==> src/rtl/fifo_uart_tx.sv <==
// fifo_uart_tx: pops bytes from a FIFO read port and sends them as 8N1/8E1 serial frames.
// Optional even-parity bit is compiled in with FIFO_UART_TX_PARITY_EN.
module fifo_uart_tx #(
  parameter int CLK_DIV   = 16,
  parameter int STOP_BITS = 1
) (
  input  logic       clk_i,
  input  logic       n_reset_i,
  input  logic       enable_i,
  input  logic       fifo_empty_i,
  input  logic [7:0] fifo_data_i,
  output logic       fifo_rd_o,
  output logic       tx_o,
  output logic       busy_o
);
  localparam int BW = $clog2(CLK_DIV);
  localparam logic [BW-1:0] BAUD_MAX = BW'(CLK_DIV - 1);
  localparam logic [2:0] STOP_MAX = 3'(STOP_BITS - 1);
  typedef enum logic [2:0] {
    IDLE, POP, WAIT, START, DATA,
`ifdef FIFO_UART_TX_PARITY_EN
    PARITY,
`endif
    STOP
  } state_t;
  state_t state, state_d;
  logic [BW-1:0] baud, baud_d, baud_nxt;
  logic [2:0] bit_cnt, bit_d;
  logic [7:0] shreg, shreg_d;
  logic baud_last, tx_d;
`ifdef FIFO_UART_TX_PARITY_EN
  logic par;
`endif
  assign baud_last = baud == BAUD_MAX;
  assign baud_nxt = baud_last ? '0 : baud + 1'b1;
  always_comb begin
    state_d = state;
    baud_d = baud;
    bit_d = bit_cnt;
    shreg_d = shreg;
    case (state)
      IDLE: if (enable_i && !fifo_empty_i) state_d = POP;
      POP: state_d = WAIT;
      WAIT: begin
        shreg_d = fifo_data_i;
        baud_d = '0;
        bit_d = '0;
        state_d = START;
      end
      START: begin
        baud_d = baud_nxt;
        if (baud_last) state_d = DATA;
      end
      DATA: begin
        baud_d = baud_nxt;
        if (baud_last) begin
          shreg_d = shreg >> 1;
          bit_d = bit_cnt + 3'd1;
`ifdef FIFO_UART_TX_PARITY_EN
          if (bit_cnt == 3'd7) state_d = PARITY;
`else
          if (bit_cnt == 3'd7) state_d = STOP;
`endif
        end
      end
`ifdef FIFO_UART_TX_PARITY_EN
      PARITY: begin
        baud_d = baud_nxt;
        if (baud_last) state_d = STOP;
      end
`endif
      STOP: begin
        baud_d = baud_nxt;
        if (baud_last) begin
          bit_d = bit_cnt == STOP_MAX ? 3'd0 : bit_cnt + 3'd1;
          if (bit_cnt == STOP_MAX) state_d = IDLE;
        end
      end
      default: state_d = IDLE;
    endcase
  end
  // Outputs are registered from the next-state values so they line up with the state.
  always_comb begin
    tx_d = 1'b1;
    if (state_d == START) tx_d = 1'b0;
    if (state_d == DATA) tx_d = shreg_d[0];
`ifdef FIFO_UART_TX_PARITY_EN
    if (state_d == PARITY) tx_d = par;
`endif
  end
  always_ff @(posedge clk_i or negedge n_reset_i) begin
    if (!n_reset_i) begin
      state <= IDLE;
      baud <= '0;
      bit_cnt <= '0;
      shreg <= '0;
      fifo_rd_o <= 1'b0;
      tx_o <= 1'b1;
      busy_o <= 1'b0;
    end else begin
      state <= state_d;
      baud <= baud_d;
      bit_cnt <= bit_d;
      shreg <= shreg_d;
      fifo_rd_o <= state_d == POP;
      tx_o <= tx_d;
      busy_o <= state_d != IDLE;
    end
  end
`ifdef FIFO_UART_TX_PARITY_EN
  always_ff @(posedge clk_i or negedge n_reset_i) begin
    if (!n_reset_i) par <= 1'b0;
    else if (state == WAIT) par <= ^fifo_data_i;
  end
`endif
endmodule

==> config.mk <==
export PLATFORM = sky130hd
export DESIGN_NAME = fifo_uart_tx
export DESIGN_NICKNAME = d
export VERILOG_FILES = /design/src/rtl/fifo_uart_tx.sv
export SDC_FILE = /design/constraint.sdc
export NUM_CORES = 1
export LEC_CHECK = 0
export CAP_MARGIN = 0
export CORE_MARGIN = 2
export CORE_UTILIZATION = 30
export CTS_CLUSTER_DIAMETER = 80
export DETAILED_ROUTE_END_ITERATION = 16
export SLEW_MARGIN = 25
export SYNTH_ARGS = -nofsm -noshare
export SYNTH_HDL_FRONTEND = slang
export SYNTH_SLANG_ARGS = --single-unit
==> constraint.sdc <==
create_clock -name clk_i -period 1.55 [get_ports clk_i]
set_clock_uncertainty 0.1 [all_clocks]
set_input_delay 0.155 -clock clk_i [delete_from_list [all_inputs] [get_ports clk_i]]
set_output_delay 0.155 -clock clk_i [all_outputs]
set_load 0.02 [all_outputs]
### Word level (Yosys, flattened, before mapping)

Cells that the tools add are included.

| storage, ports and cells | value |
|---|---|
| latch bits | 0 |
| bits in writable memories | 0 |
| input bits | 12 |
| memory bits (read-only) | 0 |
| memories | 0 |
| register bits | 21 |

| cells by class | value |
|---|---|
| bitwise logic cells | 0 |
| divide/modulo/power cells | 0 |
| shifts and indexed selects | 0 |
| eq/ne operators | 12 |
| reductions and logical operators | 11 |
| add/subtract/negate cells | 2 |
| $mul | 0 |
| mux-type cells | 17 |
| order comparisons | 0 |

Operators with widths:

| cell | number |
|---|---|
| two-way mux 3 bit | 9 |
| case mux 3 bit (6 select lines) | 1 |
| case mux 8 bit (2 select lines) | 1 |
| equality test 3 bit, second input constant | 4 |
| equality test 3 x 2 -> 1 bit, second input constant | 3 |
| case mux 3 bit (3 select lines) | 1 |
| two-way mux 8 bit | 1 |
| case mux 4 bit (2 select lines) | 1 |
| equality test 3 x 1 -> 1 bit, second input constant | 2 |
| zero test 3 bit | 2 |
| nonzero test 3 bit | 2 |
| adder 4 x 1 -> 4 bit, second input constant | 1 |
| equality test 4 bit, second input constant | 1 |
| two-way mux 4 bit | 1 |
| inequality test 2 bit, second input constant | 2 |
| nonzero test 2 bit | 2 |
| adder 3 x 1 -> 3 bit, second input constant | 1 |
| AND reduction 3 bit | 1 |
| OR reduction 3 bit | 1 |
| two-way mux 1 bit | 2 |
| AND reduction 2 bit | 1 |
| logical AND 1 bit | 1 |
| zero test 1 bit | 1 |

### Depth between registers and ports, before layout

Gate-level depths: netlist of run 1.

| logic depth | value |
|---|---|
| depth after elaboration | 7 |
| gate-level depth with buffers | 5 |
| gate-level depth less buffers | 5 |

### Worst setup path after synthesis of run 1

OpenSTA, ideal clock, no wires.

| path | value |
|---|---|
| kind | register to register |
| from | register baud[0] |
| to | register busy_o |
| clock period less this slack | 1664 ps |
| arrival time | 1433 ps |
| library setup time | 131 ps |
| setup slack | -114 ps |
| cell stages (with the launch flop) | 6 |
| cells stage by stage | dfrtp_1 ha_1 and3_2 nand3_1 nand4b_4 or3_1 |

| between the ends | value |
|---|---|
| longest elaborated chain between the ends | 4 |
| elaborated cells on any way between the ends | 6 |
| those cells by class | eq/ne: 1; mux: 4; reduce/logical: 1 |

RTL lines:

| element | RTL line | RTL |
|---|---|---|
| start, declared | 27 | `logic [BW-1:0] baud, baud_d, baud_nxt;` |
| start signal, assigned | 102 | `baud <= baud_d;` |
| equality test 4 bit (*) | 34 | `assign baud_last = baud == BAUD_MAX;` |
| two-way mux 3 bit, on equally long branches | 74, 52, 56 |  |
| case mux 3 bit (6 select lines) (*) | 41 | `case (state)` |
| net state_d[0] | 26 | `state_t state, state_d;` |
| nonzero test 3 bit (*) | 107 | `busy_o <= state_d != IDLE;` |
| end signal, assigned | 99 | `busy_o <= 1'b0;` |
| end signal, assigned | 107 |  |
| end, declared | 14 | `output logic busy_o` |

The timed path passes the listed nets; every way through them passes the cells marked *.
A chain may end at the register's enable or synchronous reset.

### Worst setup path after layout of run 1

| path | value |
|---|---|
| from | register state[1] |
| to | register busy_o |

| between the ends | value |
|---|---|
| elaborated cells on any way between the ends | 14 |
| those cells by class | eq/ne: 5; mux: 7; reduce/logical: 2 |

RTL lines:

| element | RTL line | RTL |
|---|---|---|
| start, declared | 26 |  |
| start signal, assigned | 101 | `state <= state_d;` |
| equality test 3 bit, or another cell as far along | 41 |  |
| case mux 3 bit (6 select lines) (*) | 41 |  |
| net state_d[0] | 26 |  |
| nonzero test 3 bit (*) | 107 |  |

Marks and branches as above.

==> summary.md, run 1 <==
| Metric | Value |
|---|---|
| Outcome | `finished with violations` |
| Io pins | `15` |
| First-pass GRT wire length | `4200 um` |
| Layout cells sized above 1 | `0.315` |
| Vias in the first global route | `938` |
| Most common cell after layout, fill and taps aside | `buf_4` |
| MaxCap Viol Count | `0` |
| GRT met3 Usage | `0.0358` |
| Synth top area cells | `dfrtp_1, a22o_1, a21o_1` |
| CTS tree | `done` |
| Largest family of logic cells by synthesized area | `simple AND/OR/NAND/NOR gates` |
| Syn Std Cell Area | `1160 um2` |
| Filler cell count | `366` |
| Post-Synth XOR/XNOR Area | `0` |
| Core area | `3690 um2` |
| Met2 Use GR | `0.218` |
| Overall routing resource usage | `0.125` |
| Cell variety after synth | `39` |
| Placed Area | `1500 um2` |
| Final Critical Period | `around 1.6 ns` |
| CP required | `around 1.6 ns` |
| Gr ovfl total | `0` |
| Antenna violations before repair | `0` |
| Drt first pass iters | `4` |
| # DRC | `0` |
| Busiest grt layer | `met2` |
| Reg2Reg Setup Slack | `-0.05 ns` |
| Maximum vdd drop | `slightly below 0.0005 V` |
| Core Rows | `22` |
| Leak pwr | `0.725 nW` |
| EDFF count, synth | `0` |
| Worst hold-check path type | `in2async` |
| RD Place Congestion | `0.792` |
| Routed Wire Length | `about 2400 um` |
| Syn avg cell area | `10.5 um2` |
| Antenna Nets Post-Route | `0` |
| Die width | `66.1 um` |
| Final worst slack | `-0.0488 ns` |
| Setup TNS | `-0.0543 ns` |
| Design Area, Final | `1590 um2` |
| Post-synthesis compound-gate area fraction | `0.211` |
| CTS Root Cell | `clkbuf_8` |
| Power per cell area | `623 nW/um2` |
| Via Count | `954` |
| Final hold vios | `0` |
| Critical path peak fanout | `6` |
| Final net count | `roughly 160` |
| Die Y | `66.1 um` |
| Seq/Total Area, Yosys | `0.456` |
| Tcrit/Tclk final | `1.03` |
| M1 GR Usage | `0.158` |
| Adder-Cell Fraction of Synth Area | `0.0433` |
| CTS sink count | `21` |
| Drt wl/cell | `12.3 um` |
| CP startpoint kind | `register` |
| Tightest Pin Transition | `0.360 ns` |
| F_max | `~630 MHz` |
| Pin count of the biggest net entering global routing | `22` |
| Slew HR | `0.758` |
| CP Data Arrival Time | `approximately 1.6 ns` |
| Area Growth Syn to Fin | `37.2%` |
| Full die area | `between 4000 and 5000 um2` |
| Failing checks | `setup timing` |
| Max-slew violations | `0` |
| IO Port Bufs | `14` |
| Vias per inst | `4.92` |
| Clock latency on the worst-skew pair | `0.26 ns` |
| Area leader, netlist | `dfrtp_1` |
| CTS buffer count | `3` |
| Flops & latches, synth | `21` |
| Yosys top cell area share | `0.433` |
| RSZ-0062 raised after global routing | `true` |
| Post-Synthesis Cells | `110` |
| Critical Path Sink Type | `register` |
| Maximum clock path buffer count | `2` |
| YS warnings | `0` |
| Initial Util | `0.313` |
| Simple-gate share of the synthesized area | `0.222` |
| Endpoints failing setup | `2` |
| Asr flop ratio synth | `1.00` |
| Placed wire-length estimate | `1870 um` |
| Multiplexer share of the synthesized area | `0.0271` |
| Classification of the worst setup path | `reg2reg` |
| H-Tree Depth | `1` |
| Commonest cells after routing, fill and taps aside | `buf_4, dfrtp_1, clkdlybuf4s50_1` |
| # diodes | `0` |
| 1st-iter DRT viols | `28` |
| Worst-path clk slew | `0.08 ns` |
| Synth Flop Type | `dfrtp_1` |
| Net Count, Synth | `126` |
-- metal layers --
layer	vias up	part of all wire
met5	-	0
met4	0	0.0034
met3	2	0.045
met2	19	0.49
met1	457	0.46
li1	476	-
-- synthesized netlist by cell type, types with 2 or more instances --
cell type / count
nor3b_2: 2
a21oi_1: 3
mux2i_1: 2
nor2_1: 5
or2_1: 2
a32o_1: 2
buf_4: 2
nor2b_1: 2
a211oi_1: 2
nand2b_1: 2
inv_1: 4
o32ai_1: 2
nand3b_1: 3
nand3_1: 5
o21ai_0: 3
dfrtp_1: 20
a22o_1: 7
a21o_1: 8
ha_1: 4
nand2_1: 10
buf_2: 2
-- cell families (layout without fill, tap and decap cells) --
logic type | after synthesis | after routing
AND/OR/NAND/NOR | 40 | 40
adder cells (fa/ha/maj) | 4 | 4
buffers and inverters | 10 | 46
multiplexers | 3 | 3
flip-flops | 21 | 21
AO/OA/AOI/OAI | 32 | 32
-- stage by stage --
step	setup slack [ns]	total power [mW]	cells	utilization	hold slack, ns
after detailed placement	-0.0896	0.638	187	0.406	0.366
after CTS	-0.0652	1.01	191	0.420	0.143
after floorplan	0.00280	0.592	110	-	-0.241
after global routing	-0.146	1.04	194	0.430	0.149
final	-0.0488	0.988	194	0.430	0.134
after global placement	-0.0635	0.637	187	0.406	0.363
-- path summary, 6_finish.rpt --
path                                        end  cells after the start                 start
min reg2reg                shreg[3]$_DFFE_PN0P_                      1  shreg[3]$_DFFE_PN0P_
max                            busy_o$_DFF_PN0_                      5    state[1]$_DFF_PN0_
max in group asynchronous        tx_o$_DFF_PN1_                      2             n_reset_i
min                        shreg[6]$_DFFE_PN0P_                      2             n_reset_i
max reg2reg                    busy_o$_DFF_PN0_                      5    state[1]$_DFF_PN0_
min in group clk_i         shreg[7]$_DFFE_PN0P_                      3        fifo_data_i[7]
-- where the power goes --
| group | switching [mW] | internal [mW] | total, mW |
|---|---|---|---|
| registers | 0.00519 | 0.559 | 0.564 |
| clock network | 0.181 | 0.181 | 0.362 |
| logic | 0.0222 | 0.0395 | 0.0618 |
| total | 0.208 | 0.780 | 0.988 |
-- cell type report --
type	count	area, um2	share of cell area
Sequential cell	21	531	0.334
Tap cell	48	60.1	0.0379
Clock buffer	3	41.3	0.0260
Inverter	5	18.8	0.0118
Clock inverter	1	7.51	0.00473
Timing Repair Buffer	37	312	0.196
Multi-Input combinational cell	79	617	0.389
-- flip-flops by register name, indices dropped and copies added (netlist names) --
register and count:
tx_o 1, bit_cnt 3, baud 4, shreg 8, state 3, fifo_rd_o 1, busy_o 1
-- worst max-delay path, stage by stage (launching register included) --
cell      delay, ns
dfrtp_2        0.45
buf_4          0.17
nand2b_1       0.14
a21oi_2        0.08
nand4b_4       0.18
or3_1          0.37
-- timing repair --
item | CTS | global route
setup buffers | 0 | 3
gates resized for setup | 2 | 8
pin swaps | 1 | 5
endpoints found under the setup margin | 10 | 12
hold buffers | 0 | 0
No activity file was read; power rests on OpenSTA's default activity.
==> run 2, diff against run 1 <==
--- a/config.mk
+++ b/config.mk
@@ -6,7 +6,7 @@
 export NUM_CORES = 1
 export LEC_CHECK = 0
 export CAP_MARGIN = 0
-export CORE_MARGIN = 2
+export CORE_MARGIN = 4
 export CORE_UTILIZATION = 30
 export CTS_CLUSTER_DIAMETER = 80
 export DETAILED_ROUTE_END_ITERATION = 16
==> run 2 against run 1 <==
Compared with the run above: the run still ends with setup timing left; total power about the same; sequential share of layout area decreased by 1.4 points; die area increased by 12%; cell count increased by 2.6%; first-iteration DRC count increased by 29%; non-clock buffer count increased by 5; wire length increased by 12%; via count increased by 4.0%; combinational power decreased by 0.8%; maximum frequency increased by 1.8%; utilization increased by 1.8 points.
==> summary.md, run 2 (same netlist as run 1, synthesis figures left out) <==
| Metric | Value |
|---|---|
| Worst hold-check path type | `in2async` |
| Failing checks | `setup timing` |
| Final Critical Period | `1.57 ns` |
| # diodes | `0` |
| Classification of the worst setup path | `reg2reg` |
| Final net count | `168` |
| Overall routing resource usage | `0.116` |
| Final worst slack | `-0.0200 ns` |
| Routed Wire Length | `around 2700 um` |
| Reg2reg start | `baud[1]$_DFFE_PN0P_` |
| Crit-path cells | `ha_4 > nand4_1 > mux2_4 > nand2_2 > or3_1` |
| 1st-iter DRT viols | `36` |
| Initial Util | `0.313` |
| Endpoints failing setup | `1` |
| Tcrit/Tclk final | `1.01` |
| Commonest cells after routing, fill and taps aside | `buf_4, dfrtp_1, clkdlybuf4s50_1` |
| Worst-path clk slew | `0.08 ns` |
| Critical path peak fanout | `5` |
| Slew HR | `0.809` |
| Vias per inst | `4.98` |
| Core area | `3690 um2` |
| Most common cell after layout, fill and taps aside | `buf_4` |
| Via Count | `992` |
| Pin count of the biggest net entering global routing | `22` |
| Antenna violations before repair | `0` |
| Die Y | `around 70 um` |
| Max stage delay on crit path | `approximately 0.39 ns` |
| Io pins | `15` |
| # DRC | `0` |
| Worst setup startpoint | `baud[1]$_DFFE_PN0P_` |
| Switching Power | `211 uW` |
| H-Tree Depth | `1` |
| Outcome | `finished with violations` |
| Final hold vios | `0` |
| Placed wire-length estimate | `1940 um` |
| First-pass GRT wire length | `around 4700 um` |
| RD Place Congestion | `around 0.78` |
| Flop pwr share | `0.570` |
| CTS tree | `done` |
| IO Port Bufs | `14` |
| Pint | `777 uW` |
| Area Growth Syn to Fin | `43.1%` |
| Power per cell area | `597 nW/um2` |
| F_max | `637 MHz` |
| CP required | `around 1.6 ns` |
| Tightest Pin Transition | `about 0.29 ns` |
| CTS sink count | `21` |
| Placed insts | `189` |
| Full die area | `just under 5000 um2` |
| MaxCap Viol Count | `0` |
| CTS Root Cell | `clkbuf_8` |
| Largest regs | `shreg x8, baud x4` |
| Biggest register | `shreg` |
| Drt wl/cell | `13.4 um` |
| Max-slew violations | `0` |
| Comb pwr share | `0.062` |
| CTS buffer count | `3` |
| Total power | `988 uW` |
| Leak pwr | `between 0.7 and 0.8 nW` |
| Layout cells sized above 1 | `0.344` |
| Largest register FFs | `8` |
| Core Rows | `22` |
| Maximum clock path buffer count | `2` |
| Switching Fraction | `0.214` |
| Vias in the first global route | `1072` |
| Antenna Nets Post-Route | `0` |
| RSZ-0062 raised after global routing | `true` |
| Drt first pass iters | `4` |
| Clock power frac | `0.368` |
| CP startpoint kind | `register` |
| Gr ovfl total | `0` |
| Reg2Reg Setup Slack | `-0.02 ns` |
| Critical Path Sink Type | `register` |
| Clock latency on the worst-skew pair | `approximately 0.26 ns` |
| Slowest stage cell on the critical path | `dfrtp_1` |
| Maximum vdd drop | `0.000612 V` |
| Die width | `70.1 um` |
| CP Data Arrival Time | `between 1.5 and 2 ns` |
| Final non-filler cell total | `around 200` |
## run 2: changes by cell type in the layout (fill, tap and decap cells not counted), sizes merged
cell,change
clkinv,+1
clkinvlp,-1
buf,+5
## run 2: final cells by class
cell class / instances / area [um2]
Clock buffer: 3 / 41.3
Clock inverter: 1 / 5.00
Fill cell: 375 / 2030
Inverter: 5 / 18.8
Multi-Input combinational cell: 79 / 642
Sequential cell: 21 / 529
Tap cell: 48 / 60.1
Timing Repair Buffer: 42 / 358
## run 2: path summary, 6_finish.rpt
| kind | endpoint | cells after the start |
|---|---|---|
| max | busy_o$_DFF_PN0_ | 5 |
| min in group clk_i | shreg[7]$_DFFE_PN0P_ | 3 |
| min reg2reg | shreg[2]$_DFFE_PN0P_ | 1 |
| max reg2reg | busy_o$_DFF_PN0_ | 5 |
| min | shreg[5]$_DFFE_PN0P_ | 2 |
| max in group asynchronous | tx_o$_DFF_PN1_ | 2 |
## run 2: worst max-delay path, delay by kind of cell (launching register included)
family / cells / cell delay, ns
flops: 1 / 0.39
fa+ha+maj: 1 / 0.18
simple gates: 3 / 0.53
mux: 1 / 0.25
## run 2: stage by stage
step           instance area, um2  utilization  setup WS [ns]  hold slack (ns)  setup TNS (ns)
5_1_grt                      1650        0.448        -0.0977            0.139          -0.418
3_5_place_dp                 1510        0.410        -0.0994            0.365          -0.407
4_1_cts                      1580        0.429        -0.0402            0.134         -0.0838
6_report                     1650        0.448        -0.0200            0.124         -0.0200
3_3_place_gp                 1510        0.410        -0.0566            0.362          -0.299
2_1_floorplan                1180            -        0.00280           -0.241               0
## run 2: routing by layer
metal,up-vias,routed length (um),share of wire,global-route usage
met5,-,0,0,0
met4,0,14,0.0053,0.0277
met3,2,118,0.044,0.0317
met2,29,1320,0.50,0.206
met1,477,1210,0.45,0.139
li1,484,-,-,-
## run 2: power groups by stage
stage	Sequential [mW]	Clock (mW)	Combinational [mW]
6_report	0.563	0.364	0.0613
5_1_grt	0.565	0.402	0.0694
4_1_cts	0.563	0.374	0.0631
3_5_place_dp	0.574	0	0.0642
3_3_place_gp	0.574	0	0.0628
2_1_floorplan	0.575	0	0.0166
## run 2: timing repair
item / in CTS / in global routing
gates cloned: 0 / 1
hold buffers: 0 / 0
gates resized for setup: 5 / 9
endpoints found under the setup margin: 10 / 11
pin swaps: 2 / 3
buffers inserted: 1 / 4
